`config.mk`:
```
export PLATFORM = sky130hd
export DESIGN_NAME = axi_sram_read_slave
export DESIGN_NICKNAME = d
export VERILOG_FILES = /design/src/rtl/axi_sram_pkg.sv /design/src/rtl/axi_burst_addr_gen.sv /design/src/rtl/axi_sram_read_slave.sv
export SDC_FILE = /design/constraint.sdc
export NUM_CORES = 1
export LEC_CHECK = 0
export CAP_MARGIN = 5
export CELL_PAD_IN_SITES_DETAIL_PLACEMENT = 2
export CELL_PAD_IN_SITES_GLOBAL_PLACEMENT = 2
export CORE_MARGIN = 1.5
export CORE_UTILIZATION = 21
export CTS_BUF_LIST = sky130_fd_sc_hd__clkbuf_4 sky130_fd_sc_hd__clkbuf_8 sky130_fd_sc_hd__clkbuf_16
export DETAILED_ROUTE_END_ITERATION = 16
export PLACE_DENSITY_LB_ADDON = 0.1
export SYNTH_ARGS = -nofsm -noshare
export SYNTH_HDL_FRONTEND = slang
export SYNTH_HIERARCHICAL = 1
export SYNTH_SLANG_ARGS = --single-unit
```
`constraint.sdc`:
```
create_clock -name ACLK -period 1.5 [get_ports ACLK]
set_input_delay 0.45 -clock ACLK [delete_from_list [all_inputs] [get_ports ACLK]]
set_output_delay 0.45 -clock ACLK [all_outputs]
set_load 0.01 [all_outputs]
```
`src/rtl/axi_sram_pkg.sv`:
```
// rtl/axi_sram_pkg.sv - shared AXI widths, burst/resp encodings and FSM states for the SRAM read slave
package axi_sram_pkg;

  localparam int AXI_LEN_W   = 4;
  localparam int AXI_SIZE_W  = 3;
  localparam int AXI_BURST_W = 2;
  localparam int AXI_RESP_W  = 2;

  localparam logic [AXI_BURST_W-1:0] BURST_FIXED = 2'b00;
  localparam logic [AXI_BURST_W-1:0] BURST_INCR  = 2'b01;
  localparam logic [AXI_BURST_W-1:0] BURST_WRAP  = 2'b10;

  localparam logic [AXI_RESP_W-1:0] RESP_OKAY = 2'b00;

  typedef enum logic [1:0] {
    IDLE = 2'd0,
    READ = 2'd1,
    DATA = 2'd2
  } state_t;

  // Low-bit wrap mask for a WRAP burst; zero means the length is not a legal wrap size.
  function automatic logic [AXI_LEN_W-1:0] wrap_mask(input logic [AXI_LEN_W-1:0] len);
    case (len)
      4'd1, 4'd3, 4'd7, 4'd15: wrap_mask = len;
      default:                 wrap_mask = '0;
    endcase
  endfunction

endpackage

```
`src/rtl/axi_burst_addr_gen.sv`:
```
// rtl/axi_burst_addr_gen.sv - combinational next word address for FIXED/INCR/WRAP bursts
module axi_burst_addr_gen
  import axi_sram_pkg::*;
#(
  parameter int AW = 14
) (
  input  logic [AW-1:0]          addr,
  input  logic [AXI_LEN_W-1:0]   len,
  input  logic [AXI_BURST_W-1:0] burst,
  output logic [AW-1:0]          next_addr
);

  logic [AW-1:0] incr_addr;
  logic [AW-1:0] mask;

  assign incr_addr = addr + AW'(1);
  assign mask      = AW'(wrap_mask(len));

  // Illegal wrap lengths and the reserved encoding both fall through to INCR.
  always_comb begin
    next_addr = incr_addr;
    if (burst == BURST_FIXED) begin
      next_addr = addr;
    end else if ((burst == BURST_WRAP) && (mask != '0)) begin
      next_addr = (addr & ~mask) | (incr_addr & mask);
    end
  end

endmodule

```
`src/rtl/axi_sram_read_slave.sv`:
```
// rtl/axi_sram_read_slave.sv - AXI read-only slave serving bursts from a single-port SRAM
// One outstanding burst; every beat is a READ cycle (SRAM strobe) followed by a DATA cycle (R beat).
module axi_sram_read_slave
  import axi_sram_pkg::*;
#(
  parameter int ADDR_W  = 32,
  parameter int DATA_W  = 32,
  parameter int ID_W    = 8,
  parameter int SRAM_AW = 14
) (
  input  logic                   ACLK,
  input  logic                   ARESET,
  input  logic [ID_W-1:0]        ARID,
  input  logic [ADDR_W-1:0]      ARADDR,
  input  logic [AXI_LEN_W-1:0]   ARLEN,
  input  logic [AXI_SIZE_W-1:0]  ARSIZE,
  input  logic [AXI_BURST_W-1:0] ARBURST,
  input  logic                   ARVALID,
  output logic                   ARREADY,
  output logic [ID_W-1:0]        RID,
  output logic [DATA_W-1:0]      RDATA,
  output logic [AXI_RESP_W-1:0]  RRESP,
  output logic                   RLAST,
  output logic                   RVALID,
  input  logic                   RREADY,
  output logic                   SRAM_CS,
  output logic                   SRAM_OE,
  output logic [SRAM_AW-1:0]     SRAM_A,
  input  logic [DATA_W-1:0]      SRAM_DO
);

  state_t                 state;
  logic [ID_W-1:0]        id_q;
  logic [SRAM_AW-1:0]     addr_q;
  logic [AXI_LEN_W-1:0]   len_q;
  logic [AXI_BURST_W-1:0] burst_q;
  logic [AXI_LEN_W-1:0]   beat_q;
  logic [SRAM_AW-1:0]     next_addr;

  // Upper address bits are pre-decoded upstream; size is always a full word.
  logic unused_bits;
  assign unused_bits = ^{ARSIZE, ARADDR[ADDR_W-1:SRAM_AW+2], ARADDR[1:0]};

  axi_burst_addr_gen #(
    .AW (SRAM_AW)
  ) u_addr_gen (
    .addr      (addr_q),
    .len       (len_q),
    .burst     (burst_q),
    .next_addr (next_addr)
  );

  always_ff @(posedge ACLK) begin
    if (ARESET) begin
      state   <= IDLE;
      ARREADY <= 1'b1;
      RVALID  <= 1'b0;
      RLAST   <= 1'b0;
      RID     <= '0;
      RDATA   <= '0;
      RRESP   <= RESP_OKAY;
      SRAM_CS <= 1'b0;
      SRAM_OE <= 1'b0;
      SRAM_A  <= '0;
      id_q    <= '0;
      addr_q  <= '0;
      len_q   <= '0;
      burst_q <= BURST_INCR;
      beat_q  <= '0;
    end else begin
      case (state)
        IDLE: begin
          if (ARVALID && ARREADY) begin
            id_q    <= ARID;
            addr_q  <= ARADDR[SRAM_AW+1:2];
            len_q   <= ARLEN;
            burst_q <= ARBURST;
            beat_q  <= '0;
            ARREADY <= 1'b0;
            SRAM_CS <= 1'b1;
            SRAM_OE <= 1'b1;
            SRAM_A  <= ARADDR[SRAM_AW+1:2];
            state   <= READ;
          end
        end

        READ: begin
          // Data is registered here so RDATA stays put however long RREADY stalls.
          RDATA   <= SRAM_DO;
          SRAM_CS <= 1'b0;
          SRAM_OE <= 1'b0;
          RVALID  <= 1'b1;
          RID     <= id_q;
          RRESP   <= RESP_OKAY;
          RLAST   <= (beat_q == len_q);
          state   <= DATA;
        end

        DATA: begin
          if (RREADY) begin
            RVALID <= 1'b0;
            RLAST  <= 1'b0;
            if (RLAST) begin
              ARREADY <= 1'b1;
              state   <= IDLE;
            end else begin
              beat_q  <= beat_q + AXI_LEN_W'(1);
              addr_q  <= next_addr;
              SRAM_A  <= next_addr;
              SRAM_CS <= 1'b1;
              SRAM_OE <= 1'b1;
              state   <= READ;
            end
          end
        end

        default: begin
          state   <= IDLE;
          ARREADY <= 1'b1;
          RVALID  <= 1'b0;
          RLAST   <= 1'b0;
          SRAM_CS <= 1'b0;
          SRAM_OE <= 1'b0;
        end
      endcase
    end
  end

endmodule

```
### Word level (Yosys, flattened, before mapping)

Cells that the tools add are included.

* register bits: 78
* latch bits: 0
* RAM bits: 0
* bits in read-only memories: 0
* bits of input ports: 85
* logic and storage cells: 73
* memories kept: 0

* add/subtract/negate cells: 2
* multiply operators: 0
* div/mod/pow operators: 0
* $lt $le $gt $ge: 0
* equality and inequality tests: 13
* shifts and indexed selects: 0
* mux-type cells: 26
* bitwise logic cells: 6
* reductions and logical operators: 14

Operators by type and width (count)
* $mux 14: 5
* $pmux 14 s2: 1
* $mux 4: 4
* $add 14x1->14 const B: 1
* $and 14x14->14: 1
* $and 14x4->14: 1
* $not 4->14: 1
* $or 14x14->14: 1
* $reduce_bool 14->1: 1
* $pmux 1 s3: 3
* $mux 1: 8
* $ne 2x2->1 const B: 4
* $pmux 4 s2: 1
* $reduce_and 4->1: 2
* $pmux 2 s3: 1
* $reduce_and 2->1: 3
* $reduce_and 5->1: 1
* $add 4x1->4 const B: 1
* $eq 2x2->1 const B: 2
* $eq 4x1->1 const B: 1
* $eq 4x2->1 const B: 1
* $eq 4x3->1 const B: 1
* $eq 4x4->1: 1
* $eq 4x4->1 const B: 1
* other kinds (10): 14

### Longest topological paths before layout

* word-level depth: 11
* gate-level depth with buffers: 6
* mapped depth without buffers: 6

### Cells and area by module

Netlist, hierarchy kept.

By module, submodules not included
* axi_sram_read_slave: instances 1, cells each 367, area an instance 3156.8 sq um
* axi_burst_addr_gen: instances 1, cells each 47, area an instance 376.6 sq um

### Worst setup path after synthesis

Ideal clock, no wire load.

* path kind: register to register
* from: reg addr_q[0]
* to: reg addr_q[13]
* library setup time: 0.086 ns
* arrival time: 1.437 ns
* required time: 1.414 ns
* setup slack: -0.023 ns
* cell stages (with the launch flop): 7
* buffers on the path: 0
* cell sequence: dfxtp_1 and4_1 and3_1 and3_1 xor2_1 mux2i_1 a211oi_1

* word-level cells in the longest chain between the ends: 8

Ends and longest elaborated chain
* start, declared: line axi_sram_read_slave.sv:34 `logic [SRAM_AW-1:0] addr_q;`
* start signal, assigned: line axi_sram_read_slave.sv:75 `addr_q <= ARADDR[SRAM_AW+1:2];`
* start signal, assigned: line axi_sram_read_slave.sv:108 `addr_q <= next_addr;`
* $add 14x1->14 (*): line axi_burst_addr_gen.sv:16 `assign incr_addr = addr + AW'(1);`
* $and 14x4->14: line axi_burst_addr_gen.sv:25 `next_addr = (addr & ~mask) | (incr_addr & mask);`
* $or 14x14->14: line axi_burst_addr_gen.sv:25
* $mux 14 (*): line axi_burst_addr_gen.sv:24 `end else if ((burst == BURST_WRAP) && (mask != '0)) begin`
* $mux 14 (*): line axi_burst_addr_gen.sv:22 `if (burst == BURST_FIXED) begin`
* net next_addr[13]: line axi_sram_read_slave.sv:38 `logic [SRAM_AW-1:0] next_addr;`
* $mux 14 (*): line axi_sram_read_slave.sv:103 `if (RLAST) begin`
* $mux 14 (*): line axi_sram_read_slave.sv:100 `if (RREADY) begin`
* $pmux 14 s2 (*): line axi_sram_read_slave.sv:71 `case (state)`

The timed path passes the listed nets; every way through them passes the cells marked *. The select of a mux whose other input is x is not followed.
A chain may end at the register's enable or synchronous reset.

### Worst setup path in the final report

* from: reg len_q[2]
* to: reg addr_q[10]

* word-level cells in the longest chain between the ends: 10
* elaborated cells between the ends (all ways): 13
* classes of those cells: 4 x eq/ne; 6 x mux; 3 x reduce/logical

Ends and longest elaborated chain
* start, declared: line axi_sram_read_slave.sv:35 `logic [AXI_LEN_W-1:0] len_q;`
* start signal, assigned: line axi_sram_read_slave.sv:67 `len_q <= '0;`
* start signal, assigned: line axi_sram_read_slave.sv:76 `len_q <= ARLEN;`
* $eq 4x1->1 (tied with other cells): line axi_sram_pkg.sv:23 `case (len)`
* $reduce_or 4->1: line axi_sram_pkg.sv:23
* $mux 4 (*): line axi_sram_pkg.sv:23
* $reduce_bool 14->1 (*): line axi_burst_addr_gen.sv:24
* $logic_and 1x1->1 (*): line axi_burst_addr_gen.sv:24
* $mux 14 (*): line axi_burst_addr_gen.sv:24
* $mux 14 (*): line axi_burst_addr_gen.sv:22
* net next_addr[10]: line axi_sram_read_slave.sv:38
* $mux 14 (*): line axi_sram_read_slave.sv:103
* $mux 14 (*): line axi_sram_read_slave.sv:100
* $pmux 14 s2 (*): line axi_sram_read_slave.sv:71

Marked as above.

==> results.cfg <==
[status]
outcome = finished with violations
violations = negative setup slack

[grt]
grt_max_degree = 45
grt_pass1_wl_mm = 20.7
antenna_found_initial = 0
grtUsageTotal = 0.151
grt_pass1_vias = 3904
gr-total-overflow = 0

[worst_setup_path]
cp_max_fo = 9
reg2reg_depth = 7
path_cells = nand2b_4, a41oi_4, buf_12, nand4_1, xnor2_1, mux2i_1, a211oi_2
end_kind = flip-flop
slowest_stage = dfxtp_2
cp_top_family = compound AO/OA/AOI/OAI gates
path_buf_inv = 1
cp-endpoint = addr_q[10]
worstPathArrival_ns = 1.85
timing.rr.start = len_q[2]
crit_start = len_q[2]
r2r-end = addr_q[10]
critPathMaxStageDelay_ns = 0.35
required_ns = 1.77
reg2reg_slack_ns = -0.08
crit_path_start_kind = flip-flop
cp.depth = 7
crit_type = reg2reg

[timing]
slew_viol_final = 0
hold_viol_final = 0
final-setup-viol-count = 11
finalClockSkew_ns = 0.00601
finalCritPeriodShare = 1.05
hold_slack_ns = 0.451
worst_slack_ns = -0.0803
fmax_mhz = 633
min_period_ns = 1.58
rsz0062_at_grt = true

[cts]
cts_buffers = 9
cts_buffer_depth = 2
root_buffer = clkbuf_16
postCtsHoldBufs = 0
htree_levels = 3
cts_tree = done
cts.sinks = 78
clk_pin_slew_ns = 0.06
clk-insertion-delay-late_ns = 0.34

[cells_and_area]
drive_above_1_share = 0.226
syn_to_final_growth_pct = 62.4
num-fill-cells = 1834
final_util = 0.347
fin_cells = 792
nNetsFinal = 654
antenna_cells = 0
final_area_um2 = 5740

[logic_synthesis]
synth-edff-count = 0
synth_cells = 414
yosysMostFrequentCell = nand2_1
synth_top_area_frac = 0.442
yosys.area.top_type = dfxtp_1
synth_area_per_cell_um2 = 8.53
synthesis.area_um2 = 3530
synth_cell_types = 49
yosys_warnings = 6
synth_common_cells = 111 x nand2_1, 78 x dfxtp_1, 58 x a21oi_1, 15 x clkbuf_1
ys.flop_type = dfxtp_1
synth_seq_cells = 78
synth_area_leaders = dfxtp_1 44%, nand2_1 12%, a21oi_1 8.2%
async_reset_ff_frac = 0
yosysSeqAreaShare = 0.442

[placement]
hpwlAfterDp_mm = 8.91
place_inst = 767
io_buffers = 122
place_congestion = 0.737
dpl-instance-area_um2 = 5300

[floorplanning]
die_h_um = 133
io-pin-count = 146
std_cell_rows = 47
design.core.area_um2 = 16500
initial_core_util = 0.214
die_width_um = 133
dieArea_um2 = 17600

[route]
wirelength_mm = 12.7
wl_per_cell_um = 16.0
avgViaCountPerCell = 4.46
drc = 0
drt-initial-drc-count = 56
first_pass_iters = 2
route.vias.total = 3532
ant_nets = 0

[power_and_ir_drop]
power_density_nw_per_um2 = 1110
ir_worst_vdd_uv = 518
p_leak_nw = 2.34

[min_path]
hold_class = reg2reg
whs_path_depth = 2

[run]
max_cap_viol_count = 0
==> worst min path at each step <==
stage | from | endpoint | slack (ns)
finish | RID[7] | RID[7] | 0.45
detailed placement | id_q[7] | RID[7] | 0.45
CTS | RID[7] | RID[7] | 0.46
floorplan | id_q[0] | RID[0] | 0.43
global route | RDATA[26] | RDATA[26] | 0.48
global placement | id_q[3] | RID[3] | 0.44
==> cells by family after synthesis <==
family / synth area share
multiplexers: 0.0428
other: 0.00106
flip-flops: 0.442
XOR/XNOR: 0.0421
adder cells (fa/ha/maj): 0.00708
AND/OR/NAND/NOR: 0.237
AO/OA/AOI/OAI: 0.166
buffers and inverters: 0.0616
==> tightest hold or removal path, stage by stage, from the launching register on <==
cell and delay [ns]:
dfxtp_1 0.30, nand2_1 0.05, a21oi_1 0.05
==> stage by stage <==
step                      power, mW  setup TNS (ns)  worst slack (ns)
after global placement         3.94          -13.59            -0.487
after CTS                      6.50          -0.820            -0.112
after floorplan                3.14               0          0.000806
final                          6.37          -0.503           -0.0803
after detailed placement       3.99          -14.20            -0.504
after global routing           6.74           -1.78            -0.187
==> flip-flops by register name (all words and copies together) (netlist names), 2 cells and up <==
signal,cells
RDATA,32
addr_q,14
RID,8
id_q,8
beat_q,4
len_q,4
burst_q,2
state,2
==> layout by cell type, fill, tap and decap left out, types with 3 or more instances in the layout <==
cell / instances
a211oi_1: 4
a211oi_2: 11
a21oi_1: 55
a21oi_2: 3
and3_1: 6
buf_12: 8
buf_2: 7
buf_4: 43
buf_6: 3
clkbuf_16: 9
clkdlybuf4s50_1: 60
dfxtp_1: 61
dfxtp_2: 12
dfxtp_4: 5
dlygate4sd2_1: 52
inv_1: 3
mux2i_1: 14
nand2_1: 111
nand3_1: 7
nand4_1: 6
nor2_1: 4
nor3_1: 14
o21ai_0: 3
xnor2_1: 14
==> cell type report <==
class / instances / area [um^2] / area share
clock buffers: 11 / 240 / 0.0419
inverters: 3 / 11.3 / 0.00196
clock inverters: 5 / 83.8 / 0.0146
well taps: 220 / 275 / 0.0480
multi-input cells: 298 / 1870 / 0.325
flip-flops and latches: 78 / 1600 / 0.278
repair buffers: 177 / 1670 / 0.291
==> per-layer routing <==
layer / routed length [um] / track usage
met2: 6310 / 0.265
met3: 698 / 0.0444
met1: 5510 / 0.173
met5: 0 / 0
met4: 174 / 0.0568
==> timing repair <==
item                                    4_1_cts  5_1_grt
pin swaps                                     7        2
endpoints found under the setup margin       95       32
cloned                                        2        0
hold endpoints to repair                      0        0
gates resized for setup                      98       23
setup buffers                                 5        2
==> power breakdown <==
part	leakage [nW]	switching, mW	internal [mW]
logic	1.55	0.724	0.830
clock network	0.153	0.924	1.50
registers	0.644	0.136	2.26
total	2.34	1.78	4.58
(Power assumes the default switching activity.)
